### src/rtl/bster_pkg.sv
// Shared definitions for the bster tree engine and its RAM adapter:
// adapter FSM states, AXI4 encodings and the request/response field layout.
package bster_pkg;

  typedef enum logic [2:0] {
    S_IDLE,
    S_WR,
    S_WR_RESP,
    S_RD_ADDR,
    S_RD_DATA,
    S_RESP
  } bster_state_e;

  localparam logic [1:0] BURST_INCR  = 2'b01;

  localparam logic [1:0] RESP_OKAY   = 2'b00;
  localparam logic [1:0] RESP_EXOKAY = 2'b01;
  localparam logic [1:0] RESP_SLVERR = 2'b10;
  localparam logic [1:0] RESP_DECERR = 2'b11;

  // Default tree-node geometry: one RAM word per node.
  localparam int unsigned BSTER_DATA_W = 32;
  localparam int unsigned BSTER_ADDR_W = 16;

  typedef struct packed {
    logic                    wr;
    logic [BSTER_ADDR_W-1:0] addr;
    logic [BSTER_DATA_W-1:0] wdata;
  } bster_req_t;

  typedef struct packed {
    logic [BSTER_DATA_W-1:0] rdata;
    logic                    err;
  } bster_rsp_t;

  // EXOKAY counts as success; only SLVERR and DECERR are failures.
  function automatic logic resp_is_err(input logic [1:0] resp);
    return (resp == RESP_SLVERR) || (resp == RESP_DECERR);
  endfunction

endpackage

### src/rtl/bster_ram_if.sv
// Single-outstanding AXI4 master that turns one-word tree-node read/write
// requests into single-beat AXI4 transactions and returns data plus error.
module bster_ram_if
  import bster_pkg::*;
#(
  parameter int unsigned RAM_DATA_WIDTH = 32,
  parameter int unsigned RAM_ADDR_WIDTH = 16,
  parameter int unsigned RAM_STRB_WIDTH = RAM_DATA_WIDTH / 8,
  parameter int unsigned RAM_ID_WIDTH   = 8
) (
  input  logic                      aclk,
  input  logic                      aresetn,

  input  logic                      req_valid,
  output logic                      req_ready,
  input  logic                      req_wr,
  input  logic [RAM_ADDR_WIDTH-1:0] req_addr,
  input  logic [RAM_DATA_WIDTH-1:0] req_wdata,

  output logic                      rsp_valid,
  input  logic                      rsp_ready,
  output logic [RAM_DATA_WIDTH-1:0] rsp_rdata,
  output logic                      rsp_err,

  output logic [RAM_ID_WIDTH-1:0]   ram_axi_awid,
  output logic [RAM_ADDR_WIDTH-1:0] ram_axi_awaddr,
  output logic [7:0]                ram_axi_awlen,
  output logic [2:0]                ram_axi_awsize,
  output logic [1:0]                ram_axi_awburst,
  output logic                      ram_axi_awlock,
  output logic [3:0]                ram_axi_awcache,
  output logic [2:0]                ram_axi_awprot,
  output logic [3:0]                ram_axi_awqos,
  output logic [3:0]                ram_axi_awregion,
  output logic                      ram_axi_awvalid,
  input  logic                      ram_axi_awready,

  output logic [RAM_DATA_WIDTH-1:0] ram_axi_wdata,
  output logic [RAM_STRB_WIDTH-1:0] ram_axi_wstrb,
  output logic                      ram_axi_wlast,
  output logic                      ram_axi_wvalid,
  input  logic                      ram_axi_wready,

  input  logic [RAM_ID_WIDTH-1:0]   ram_axi_bid,
  input  logic [1:0]                ram_axi_bresp,
  input  logic                      ram_axi_bvalid,
  output logic                      ram_axi_bready,

  output logic [RAM_ID_WIDTH-1:0]   ram_axi_arid,
  output logic [RAM_ADDR_WIDTH-1:0] ram_axi_araddr,
  output logic [7:0]                ram_axi_arlen,
  output logic [2:0]                ram_axi_arsize,
  output logic [1:0]                ram_axi_arburst,
  output logic                      ram_axi_arlock,
  output logic [3:0]                ram_axi_arcache,
  output logic [2:0]                ram_axi_arprot,
  output logic [3:0]                ram_axi_arqos,
  output logic [3:0]                ram_axi_arregion,
  output logic                      ram_axi_arvalid,
  input  logic                      ram_axi_arready,

  input  logic [RAM_ID_WIDTH-1:0]   ram_axi_rid,
  input  logic [RAM_DATA_WIDTH-1:0] ram_axi_rdata,
  input  logic [1:0]                ram_axi_rresp,
  input  logic                      ram_axi_rlast,
  input  logic                      ram_axi_rvalid,
  output logic                      ram_axi_rready
);

  localparam int unsigned ADDR_LSB = $clog2(RAM_STRB_WIDTH);
  localparam logic [2:0] AXI_SIZE = 3'(ADDR_LSB);
  localparam logic [RAM_ADDR_WIDTH-1:0] ADDR_MASK = ~RAM_ADDR_WIDTH'(RAM_STRB_WIDTH - 1);

  bster_state_e              state_q, state_d;
  logic [RAM_ADDR_WIDTH-1:0] addr_q, addr_d;
  logic [RAM_DATA_WIDTH-1:0] wdata_q, wdata_d;
  logic                      awvalid_q, awvalid_d;
  logic                      wvalid_q, wvalid_d;
  logic                      aw_done_q, aw_done_d;
  logic                      w_done_q, w_done_d;
  logic                      bready_q, bready_d;
  logic                      arvalid_q, arvalid_d;
  logic                      rready_q, rready_d;
  logic                      rsp_valid_q, rsp_valid_d;
  logic [RAM_DATA_WIDTH-1:0] rsp_rdata_q, rsp_rdata_d;
  logic                      rsp_err_q, rsp_err_d;

  logic aw_hs;
  logic w_hs;

  assign aw_hs = awvalid_q && ram_axi_awready;
  assign w_hs  = wvalid_q && ram_axi_wready;

  // The only unregistered output: gated by aresetn so it is low during reset.
  assign req_ready = aresetn && (state_q == S_IDLE);

  always_comb begin
    // NOTE: every next-state value is defaulted to its current value before
    // the case, so no branch can leave one unassigned and infer a latch.
    state_d     = state_q;
    addr_d      = addr_q;
    wdata_d     = wdata_q;
    awvalid_d   = awvalid_q;
    wvalid_d    = wvalid_q;
    aw_done_d   = aw_done_q;
    w_done_d    = w_done_q;
    bready_d    = bready_q;
    arvalid_d   = arvalid_q;
    rready_d    = rready_q;
    rsp_valid_d = rsp_valid_q;
    rsp_rdata_d = rsp_rdata_q;
    rsp_err_d   = rsp_err_q;

    unique case (state_q)
      S_IDLE: begin
        if (req_valid && req_ready) begin
          addr_d  = req_addr & ADDR_MASK;
          wdata_d = req_wdata;
          if (req_wr) begin
            state_d   = S_WR;
            awvalid_d = 1'b1;
            wvalid_d  = 1'b1;
            aw_done_d = 1'b0;
            w_done_d  = 1'b0;
          end else begin
            state_d   = S_RD_ADDR;
            arvalid_d = 1'b1;
          end
        end
      end

      S_WR: begin
        // AW and W complete independently; either may finish first.
        if (aw_hs) begin
          awvalid_d = 1'b0;
          aw_done_d = 1'b1;
        end
        if (w_hs) begin
          wvalid_d = 1'b0;
          w_done_d = 1'b1;
        end
        if ((aw_done_q || aw_hs) && (w_done_q || w_hs)) begin
          state_d  = S_WR_RESP;
          bready_d = 1'b1;
        end
      end

      S_WR_RESP: begin
        if (ram_axi_bvalid) begin
          bready_d    = 1'b0;
          rsp_valid_d = 1'b1;
          rsp_rdata_d = '0;
          rsp_err_d   = resp_is_err(ram_axi_bresp) || (ram_axi_bid != '0);
          state_d     = S_RESP;
        end
      end

      S_RD_ADDR: begin
        if (ram_axi_arready) begin
          arvalid_d = 1'b0;
          rready_d  = 1'b1;
          state_d   = S_RD_DATA;
        end
      end

      S_RD_DATA: begin
        if (ram_axi_rvalid) begin
          rready_d    = 1'b0;
          rsp_valid_d = 1'b1;
          rsp_rdata_d = ram_axi_rdata;
          rsp_err_d   = resp_is_err(ram_axi_rresp) || (ram_axi_rid != '0) || !ram_axi_rlast;
          state_d     = S_RESP;
        end
      end

      S_RESP: begin
        if (rsp_ready) begin
          rsp_valid_d = 1'b0;
          state_d     = S_IDLE;
        end
      end

      default: state_d = S_IDLE;
    endcase
  end

  always_ff @(posedge aclk or negedge aresetn) begin
    if (!aresetn) begin
      state_q     <= S_IDLE;
      // NOTE: payload registers are reset as well; they are a handful of
      // flops (not a memory array) and this keeps the bus payload defined.
      addr_q      <= '0;
      wdata_q     <= '0;
      awvalid_q   <= 1'b0;
      wvalid_q    <= 1'b0;
      aw_done_q   <= 1'b0;
      w_done_q    <= 1'b0;
      bready_q    <= 1'b0;
      arvalid_q   <= 1'b0;
      rready_q    <= 1'b0;
      rsp_valid_q <= 1'b0;
      rsp_rdata_q <= '0;
      rsp_err_q   <= 1'b0;
    end else begin
      // NOTE: non-blocking assignments so every register samples the
      // pre-edge values, independent of statement order.
      state_q     <= state_d;
      addr_q      <= addr_d;
      wdata_q     <= wdata_d;
      awvalid_q   <= awvalid_d;
      wvalid_q    <= wvalid_d;
      aw_done_q   <= aw_done_d;
      w_done_q    <= w_done_d;
      bready_q    <= bready_d;
      arvalid_q   <= arvalid_d;
      rready_q    <= rready_d;
      rsp_valid_q <= rsp_valid_d;
      rsp_rdata_q <= rsp_rdata_d;
      rsp_err_q   <= rsp_err_d;
    end
  end

  assign rsp_valid = rsp_valid_q;
  assign rsp_rdata = rsp_rdata_q;
  assign rsp_err   = rsp_err_q;

  assign ram_axi_awid     = '0;
  assign ram_axi_awaddr   = addr_q;
  assign ram_axi_awlen    = 8'd0;
  assign ram_axi_awsize   = AXI_SIZE;
  assign ram_axi_awburst  = BURST_INCR;
  assign ram_axi_awlock   = 1'b0;
  assign ram_axi_awcache  = 4'b0000;
  assign ram_axi_awprot   = 3'b000;
  assign ram_axi_awqos    = 4'b0000;
  assign ram_axi_awregion = 4'b0000;
  assign ram_axi_awvalid  = awvalid_q;

  assign ram_axi_wdata  = wdata_q;
  assign ram_axi_wstrb  = '1;
  assign ram_axi_wlast  = wvalid_q;
  assign ram_axi_wvalid = wvalid_q;

  assign ram_axi_bready = bready_q;

  assign ram_axi_arid     = '0;
  assign ram_axi_araddr   = addr_q;
  assign ram_axi_arlen    = 8'd0;
  assign ram_axi_arsize   = AXI_SIZE;
  assign ram_axi_arburst  = BURST_INCR;
  assign ram_axi_arlock   = 1'b0;
  assign ram_axi_arcache  = 4'b0000;
  assign ram_axi_arprot   = 3'b000;
  assign ram_axi_arqos    = 4'b0000;
  assign ram_axi_arregion = 4'b0000;
  assign ram_axi_arvalid  = arvalid_q;

  assign ram_axi_rready = rready_q;

endmodule

### config.mk
export PLATFORM = sky130hd
export DESIGN_NAME = bster_ram_if
export DESIGN_NICKNAME = d
export VERILOG_FILES = /design/src/rtl/bster_pkg.sv /design/src/rtl/bster_ram_if.sv
export SDC_FILE = /design/constraint.sdc
export NUM_CORES = 1
export LEC_CHECK = 0
export ABC_CLOCK_PERIOD_IN_PS = 3800
export CORE_AREA = 2 2 113 115
export CTS_CLUSTER_SIZE = 40
export DETAILED_ROUTE_END_ITERATION = 6
export DIE_AREA = 0 0 115 117
export PLACE_DENSITY = 0.81
export SLEW_MARGIN = 0
export SYNTH_ARGS = -nofsm -noshare
export SYNTH_HDL_FRONTEND = slang
export SYNTH_SLANG_ARGS = --single-unit
### constraint.sdc
create_clock -name aclk -period 3.8 [get_ports aclk]
set_input_delay 0.76 -clock aclk [delete_from_list [all_inputs] [get_ports aclk]]
set_output_delay 0.76 -clock aclk [all_outputs]
set_load 0.02 [all_outputs]
-- Word-level counts from Yosys, hierarchy flattened
Index checks and enable logic that the tools add are counted.
- eq/ne operators: 19
- reductions and logical operators: 31
- multiplexer cells: 40
- operators with widths (kind ; count):
    $mux 32 ; 2
    $pmux 32 s2 ; 1
    $mux 1 ; 20
    $mux 3 ; 6
    $ne 2x2->1 const B ; 9
    $pmux 3 s6 ; 1
    $pmux 1 s2 ; 8
    $reduce_and 4->1 ; 4
    $reduce_bool 8->1 ; 2
    $reduce_bool 2->1 ; 5
    $reduce_and 3->1 ; 3
    $eq 2x2->1 const B ; 4
    $logic_or 1x1->1 ; 7
    $eq 3x2->1 const B ; 2
    $eq 3x3->1 const B ; 2
    $reduce_and 6->1 ; 1
    $logic_and 1x1->1 ; 5
    $eq 3x1->1 const B ; 1
    $logic_not 3->1 ; 1
    $pmux 1 s3 ; 1
    $reduce_bool 3->1 ; 1
    $mux 2 ; 1
    $ne 2x1->1 const B ; 1
    $reduce_and 2->1 ; 1
    $logic_not 1->1 ; 1
- flip-flop bits (word level): 90
- input port bits: 111
- output and inout bits: 183
- logic and storage cells: 103

-- Longest topological paths before layout
Gate-level depths: netlist of the first run.
- depth after elaboration: 6
- mapped depth: 8

-- Worst setup path after synthesis of the first run
Ideal clock, no wire load.
- path type: input to output
- from: input aresetn
- to: output req_ready
- data required time: 3040 ps
- cell stages on the path: 1
- data arrival time: 970 ps
- slack: 2070 ps
- path through: and2_1
- cells in the longest elaborated chain, start to end: 1
- ends and longest elaborated chain (item ; line ; text):
    start, declared ; bster_ram_if.sv:12 ; input logic aresetn,
    $logic_and 1x1->1 ; bster_ram_if.sv:95 ; assign req_ready = aresetn && (state_q == S_IDLE);
    end, declared ; bster_ram_if.sv:15 ; output logic req_ready,
Every way passes these cells.

-- Final worst setup path of the first run
- from: register state_q[0]
- to: output req_ready
- cells in the longest elaborated chain, start to end: 2
- ends and longest elaborated chain (item ; line ; text):
    start, declared ; bster_ram_if.sv:74 ; bster_state_e state_q, state_d;
    start signal, assigned ; bster_ram_if.sv:207 ; state_q <= state_d;
    $logic_not 3->1 ; bster_ram_if.sv:95 ;
    $logic_and 1x1->1 ; bster_ram_if.sv:95 ;
Every way passes these cells.

==> reports/qor.yml, run 1 <==
drt:
  ant_nets: 0
  wl_per_cell_um: 15.6
  drt-vias-per-instance: 4.52
  dr.pass1.iters: 4
  via_count: 3142
  drt-total-wl_um: 10900
  drc: 0
  first_iter_violations: 108
power:
  switching_share: 0.367
  pwr-share-comb: 0.500
  vdd_drop_max_mv: 0.410
  pwr-share-seq: 0.328
  cellInternalPower_mw: 3.24
  pwr-share-clk: 0.172
  cellPowerDensity_nw_per_um2: 798
  power_mw: 5.11
  p_switching_mw: 1.88
  leakagePower_nw: 2.78
logic_synthesis:
  synth_xor_area_frac: 0
  synthAdderAreaFrac: 0
  syn_avg_cell_area_um2: 12.5
  ys.warnings.count: 0
  yosysUniqueCellTypes: 43
  synth_flop_cell: "dfrtp_1"
  synth_top_family_by_area: "buffers and inverters"
  yosys.area_share.simple: 0.0535
  syn-cell-area_um2: 4420
  ys_ff_latch: 90
  syn_inst: 354
  ys_seq_area_frac: 0.510
  synth_async_sr_flop_share: 1.00
  synth_edf_count: 0
  synth_compound_gate_area_share: 0.102
  synthMuxAreaShare: 0.126
clocking:
  cts_resized: 0
  post_cts_buffers: 0
  clk_pin_slew_worst_paths_ps: 60
  clockBufferDepth: 2
  clockRootBuffer: "clkbuf_16"
  cts_tree: "yes"
  clk_latency_ps: 330
  clock_sink_count: 90
  h-tree-depth: 3
  cts_buffers: 9
  hold_buffers: 0
cells_and_area:
  area_delta_synth_final_pct: 45.0
  final_common_cell: "clkdlybuf4s50_1"
  fin_nets: 652
  post_route_cells_drive_above_1_share: 0.129
  final_cell_mix: "clkdlybuf4s50_1, dfrtp_1, conb_1, mux2_2, a22o_1"
timing:
  slew_viol_final: 0
  max_slew.worst_pin.slew_ps: 1070
  tns_ps: 0
  finalSetupViolCount: 0
  fin_hold_ws_ps: 249
  final.period_utilization: 0.712
  slew_headroom: 0.286
  fin_crit_ps: 2700
  clock.fmax_ghz: 0.370
  grt_setup_unrepaired: "no"
  finalClockSkew_ps: 3.59
  finalHoldViolations: 0
global_routing:
  busiest_layer: "met2"
  grt.total_usage: 0.155
  grt.met1_usage: 0.183
  antenna_found_initial: 1
  grt_pass1_vias: 3028
  grt_pass1_wl_um: 15800
  grt_max_degree: 50
  grt-ovfl-total: 0
  grtUsageMet3: 0.0422
  use_met2: 0.271
placement:
  portBuffers: 207
  gp_congestion: 0.848
  hpwl_um: 8410
setup_path:
  critPathLaunchType: "register"
  r2r_cells: 4
  crit_type: "register to output pin"
  end_kind: "output pin"
  cp_data_arrival_time_ps: 1940
  cp_max_fo: 16
  required_ps: 3040
floorplan:
  die_x_um: 115
  num_rows: 41
  core_area_um2: 12300
  io_pins: 294
  dieHeight_um: 117
  die-area_um2: 13500
  start_util: 0.359
run_status:
  status: "finished clean"
worst_hold_path:
  worstHoldPathType: "primary input to asynchronous set/reset pin"
run:
  maxCapViolCount: 0
[registers in the layout, indices dropped and copies added, names as in the netlist]
name,flops
state_q,3
aw_done_q,1
rsp_err,1
ram_axi_bready,1
rsp_valid,1
ram_axi_rready,1
ram_axi_araddr,14
w_done_q,1
ram_axi_arvalid,1
rsp_rdata,32
ram_axi_wdata,32
ram_axi_wlast,1
ram_axi_awvalid,1
[final timing paths]
check,startpoint,end,slack (ps)
min in group aclk,rsp_rdata[3],rsp_rdata[3],500
worst max-delay path,state_q[0],req_ready,1100
worst min-delay path,aresetn,ram_axi_awvalid,250
worst min register to register,rsp_rdata[3],rsp_rdata[3],500
max in group asynchronous,aresetn,ram_axi_wdata[0],2200
worst max register to register,state_q[1],rsp_rdata[4],1550
[power by group through the flow]
stage | sequential [mW] | clock, mW | combinational [mW]
after floorplan | 2.08 | 0 | 1.16
after global placement | 1.66 | 0 | 2.52
after detailed placement | 1.70 | 0 | 2.57
after CTS | 1.68 | 0.916 | 2.58
after global routing | 1.74 | 0.960 | 2.70
final | 1.68 | 0.882 | 2.55
[cells in the mapped netlist (2+ instances only)]
cell | instances | area [um2]
nand3b_1 | 3 | 22.5
buf_6 | 5 | 56.3
nand4_1 | 2 | 12.5
inv_1 | 2 | 7.51
clkbuf_1 | 2 | 7.51
a22o_1 | 33 | 289
buf_12 | 2 | 40.0
nor2b_1 | 2 | 12.5
nor2_1 | 3 | 11.3
a21oi_1 | 4 | 20.0
nand2_1 | 7 | 26.3
nand2b_1 | 3 | 18.8
mux2_4 | 8 | 120
buf_4 | 105 | 788
and3_1 | 2 | 12.5
mux2_2 | 38 | 428
a31oi_1 | 4 | 25.0
and2_1 | 2 | 12.5
o21ai_0 | 8 | 40.0
nor4_1 | 6 | 37.5
dfrtp_1 | 90 | 2250
conb_1 | 2 | 7.51
[cell type report]
class                           count  area, um2
Fill cell                        1067       5900
Antenna cell                        1       2.50
Clock buffer                       12        256
Inverter                            3       11.3
Multi-Input combinational cell    225       1560
Clock inverter                      2       37.5
Timing Repair Buffer              212       2110
Sequential cell                    90       2250
Tap cell                          150        188
[kinds of logic after synthesis]
logic type / after synthesis
buf+inv: 119
flops: 90
compound gates: 58
mux: 47
simple gates: 38
other cells: 2
[per-layer routing]
metal,wire length (um),up-vias
met5,0,-
met4,132,0
met3,757,11
met2,5720,147
met1,4260,1556
li1,-,1428
[worst max-delay path: stages (launching register included)]
cell and delay [ps]:
dfrtp_1 600, nor3_4 270, and2_1 150, clkdlybuf4s50_1 600
[metrics by stage]
stage	setup WS [ps]	std cells	area [um2]	utilization
floorplan	2070	434	4720	-
global placement	1120	680	6110	0.497
detailed placement	1040	680	6110	0.497
CTS	1090	694	6410	0.520
global route	980	694	6410	0.520
finish	1100	695	6410	0.521
Note: power is estimated with default switching activity, not from simulation.
==> run 2, diff against run 1 <==
--- a/config.mk
+++ b/config.mk
@@ -5,11 +5,12 @@
 export SDC_FILE = /design/constraint.sdc
 export NUM_CORES = 1
 export LEC_CHECK = 0
-export ABC_CLOCK_PERIOD_IN_PS = 3800
-export CORE_AREA = 2 2 113 115
+export ABC_CLOCK_PERIOD_IN_PS = 2700
+export CORE_ASPECT_RATIO = 1.75
+export CORE_MARGIN = 2
+export CORE_UTILIZATION = 36
 export CTS_CLUSTER_SIZE = 40
 export DETAILED_ROUTE_END_ITERATION = 6
-export DIE_AREA = 0 0 115 117
 export PLACE_DENSITY = 0.81
 export SLEW_MARGIN = 0
 export SYNTH_ARGS = -nofsm -noshare
==> constraint.sdc (replaced) <==
create_clock -name aclk -period 2.7 [get_ports aclk]
set_input_delay 0.54 -clock aclk [delete_from_list [all_inputs] [get_ports aclk]]
set_output_delay 0.54 -clock aclk [all_outputs]
set_load 0.02 [all_outputs]
==> reports/qor.yml, run 2 (synthesis gave the netlist of run 1 again) <==
timing:
  clock.fmax_ghz: 0.389
  slew_headroom: 0.239
  final.period_utilization: 0.953
  grt_setup_unrepaired: "no"
  tns_ps: 0
  finalSetupViolCount: 0
  max_slew.worst_pin.slew_ps: 1140
  fin_crit_ps: 2570
  finalClockSkew_ps: 8.25
  finalHoldViolations: 0
  slew_viol_final: 0
drt:
  dr.pass1.iters: 4
  ant_nets: 0
  drt-total-wl_um: 10900
  via_count: 3173
  routed-wl-met3_um: 747
  first_iter_violations: 93
  wl_met2_um: 6240
  drt-vias-per-instance: 4.46
  wl_per_cell_um: 15.4
  drc: 0
  top_layer: "met4"
  wl_met1_um: 3820
floorplan:
  io_pins: 294
  die_x_um: 87.8
  core_area_um2: 12000
  dieHeight_um: 151
  num_rows: 53
  start_util: 0.368
  die-area_um2: 13200
setup_path:
  cp_slowest_stage_delay_ps: 600
  required_ps: 2160
  crit_buf_inv: 3
  critical_path.top_delay_family: "buffers and inverters"
  crit_slowest_cell: "clkdlybuf4s50_1"
  cp_data_arrival_time_ps: 2030
  cp_max_fo: 9
  critPathLaunchType: "primary input"
  worstPathCellList: "dlygate4sd3_1 -> buf_4 -> and2_1 -> clkdlybuf4s50_1"
  crit_type: "primary input to output pin"
  end_kind: "output pin"
cells_and_area:
  fillers: 1016
  fin_cells: 712
  fin_nets: 653
  diodes: 0
  fin_area_um2: 6440
  post_route_cells_drive_above_1_share: 0.132
  multi_input_area_um2: 1560
  area.sequential_um2: 2250
  final_common_cell: "clkdlybuf4s50_1"
  area_delta_synth_final_pct: 45.8
  final_cell_mix: "clkdlybuf4s50_1, dfrtp_1, conb_1, mux2_2, a22o_1"
  fin_util: 0.537
placement:
  hpwl_um: 8350
  placed_cells: 695
  dpl_cell_area_um2: 6140
  gp_congestion: 0.802
  portBuffers: 207
clocking:
  clockBufferDepth: 2
  clk_latency_ps: 330
  post_cts_buffers: 0
  cts_resized: 0
  cts_tree: "yes"
  clock_sink_count: 90
  clockRootBuffer: "clkbuf_16"
  hold_buffers: 0
  h-tree-depth: 3
  clk_pin_slew_worst_paths_ps: 60
  cts_buffers: 9
power:
  cellPowerDensity_nw_per_um2: 1110
  power_mw: 7.18
  leakagePower_nw: 2.79
  vdd_drop_max_mv: 0.482
run_status:
  status: "finished clean"
run:
  maxCapViolCount: 0
global_routing:
  grt_pass1_wl_um: 16100
  grt.total_usage: 0.159
  grt_pass1_vias: 3090
  grt_max_degree: 64
  antenna_found_initial: 0
  grt-ovfl-total: 0
worst_hold_path:
  worstHoldPathType: "register to register"
run 2: cell types whose count changed in the layout (fill, tap and decap cells not counted):
cell and change:
bufinv_16 -1, clkinv_4 +2, buf_4 -1, clkinvlp_4 -1, inv_8 +1, inv_6 +2
clkbuf_8 -1, diode_2 -1, dlygate4sd3_1 +1, buf_12 +1
run 2: path summary, 6_finish.rpt:
| check | startpoint | endpoint | slack [ps] | cells after the start |
|---|---|---|---|---|
| worst max-delay path | aresetn | req_ready | 130 | 4 |
| worst min-delay path | rsp_rdata[27] | rsp_rdata[27] | 510 | 1 |
| worst max register to register | state_q[1] | rsp_err | 500 | 4 |
| worst min register to register | rsp_rdata[27] | rsp_rdata[27] | 510 | 1 |
| max in group asynchronous | aresetn | ram_axi_araddr[9] | 1090 | 3 |
| min in group asynchronous | aresetn | state_q[1] | 620 | 2 |
run 2: per-layer routing:
layer  GRT usage  vias up
met5           0        -
met4      0.0454        0
met3      0.0422        9
met2       0.301      185
met1       0.167     1541
li1            -     1438
run 2: worst register-to-register path: stages, from the launching register on:
cell and delay [ps]:
dfrtp_1 690, nand3b_1 180, a21o_1 890, a31oi_1 100, a22o_1 240
run 2: per-stage QoR:
| stage | setup WS [ps] | hold WS [ps] |
|---|---|---|
| after detailed placement | 177 | 362 |
| final | 128 | 505 |
| after global routing | 64.2 | 518 |
| after global placement | 259 | 357 |
| after floorplan | 1110 | 244 |
| after CTS | 246 | 1.24 |
run 2: final cells by class:
| type | count | share of cell area |
|---|---|---|
| Sequential cell | 90 | 0.350 |
| Timing Repair Buffer | 213 | 0.330 |
| Multi-Input combinational cell | 225 | 0.241 |
| Clock buffer | 11 | 0.0377 |
| Tap cell | 165 | 0.0320 |
| Clock inverter | 5 | 0.00718 |
| Inverter | 3 | 0.00175 |
run 2: power by group:
| group | switching (mW) | internal, mW |
|---|---|---|
| combinational | 1.78 | 1.88 |
| sequential | 0.399 | 1.93 |
| clock | 0.531 | 0.666 |
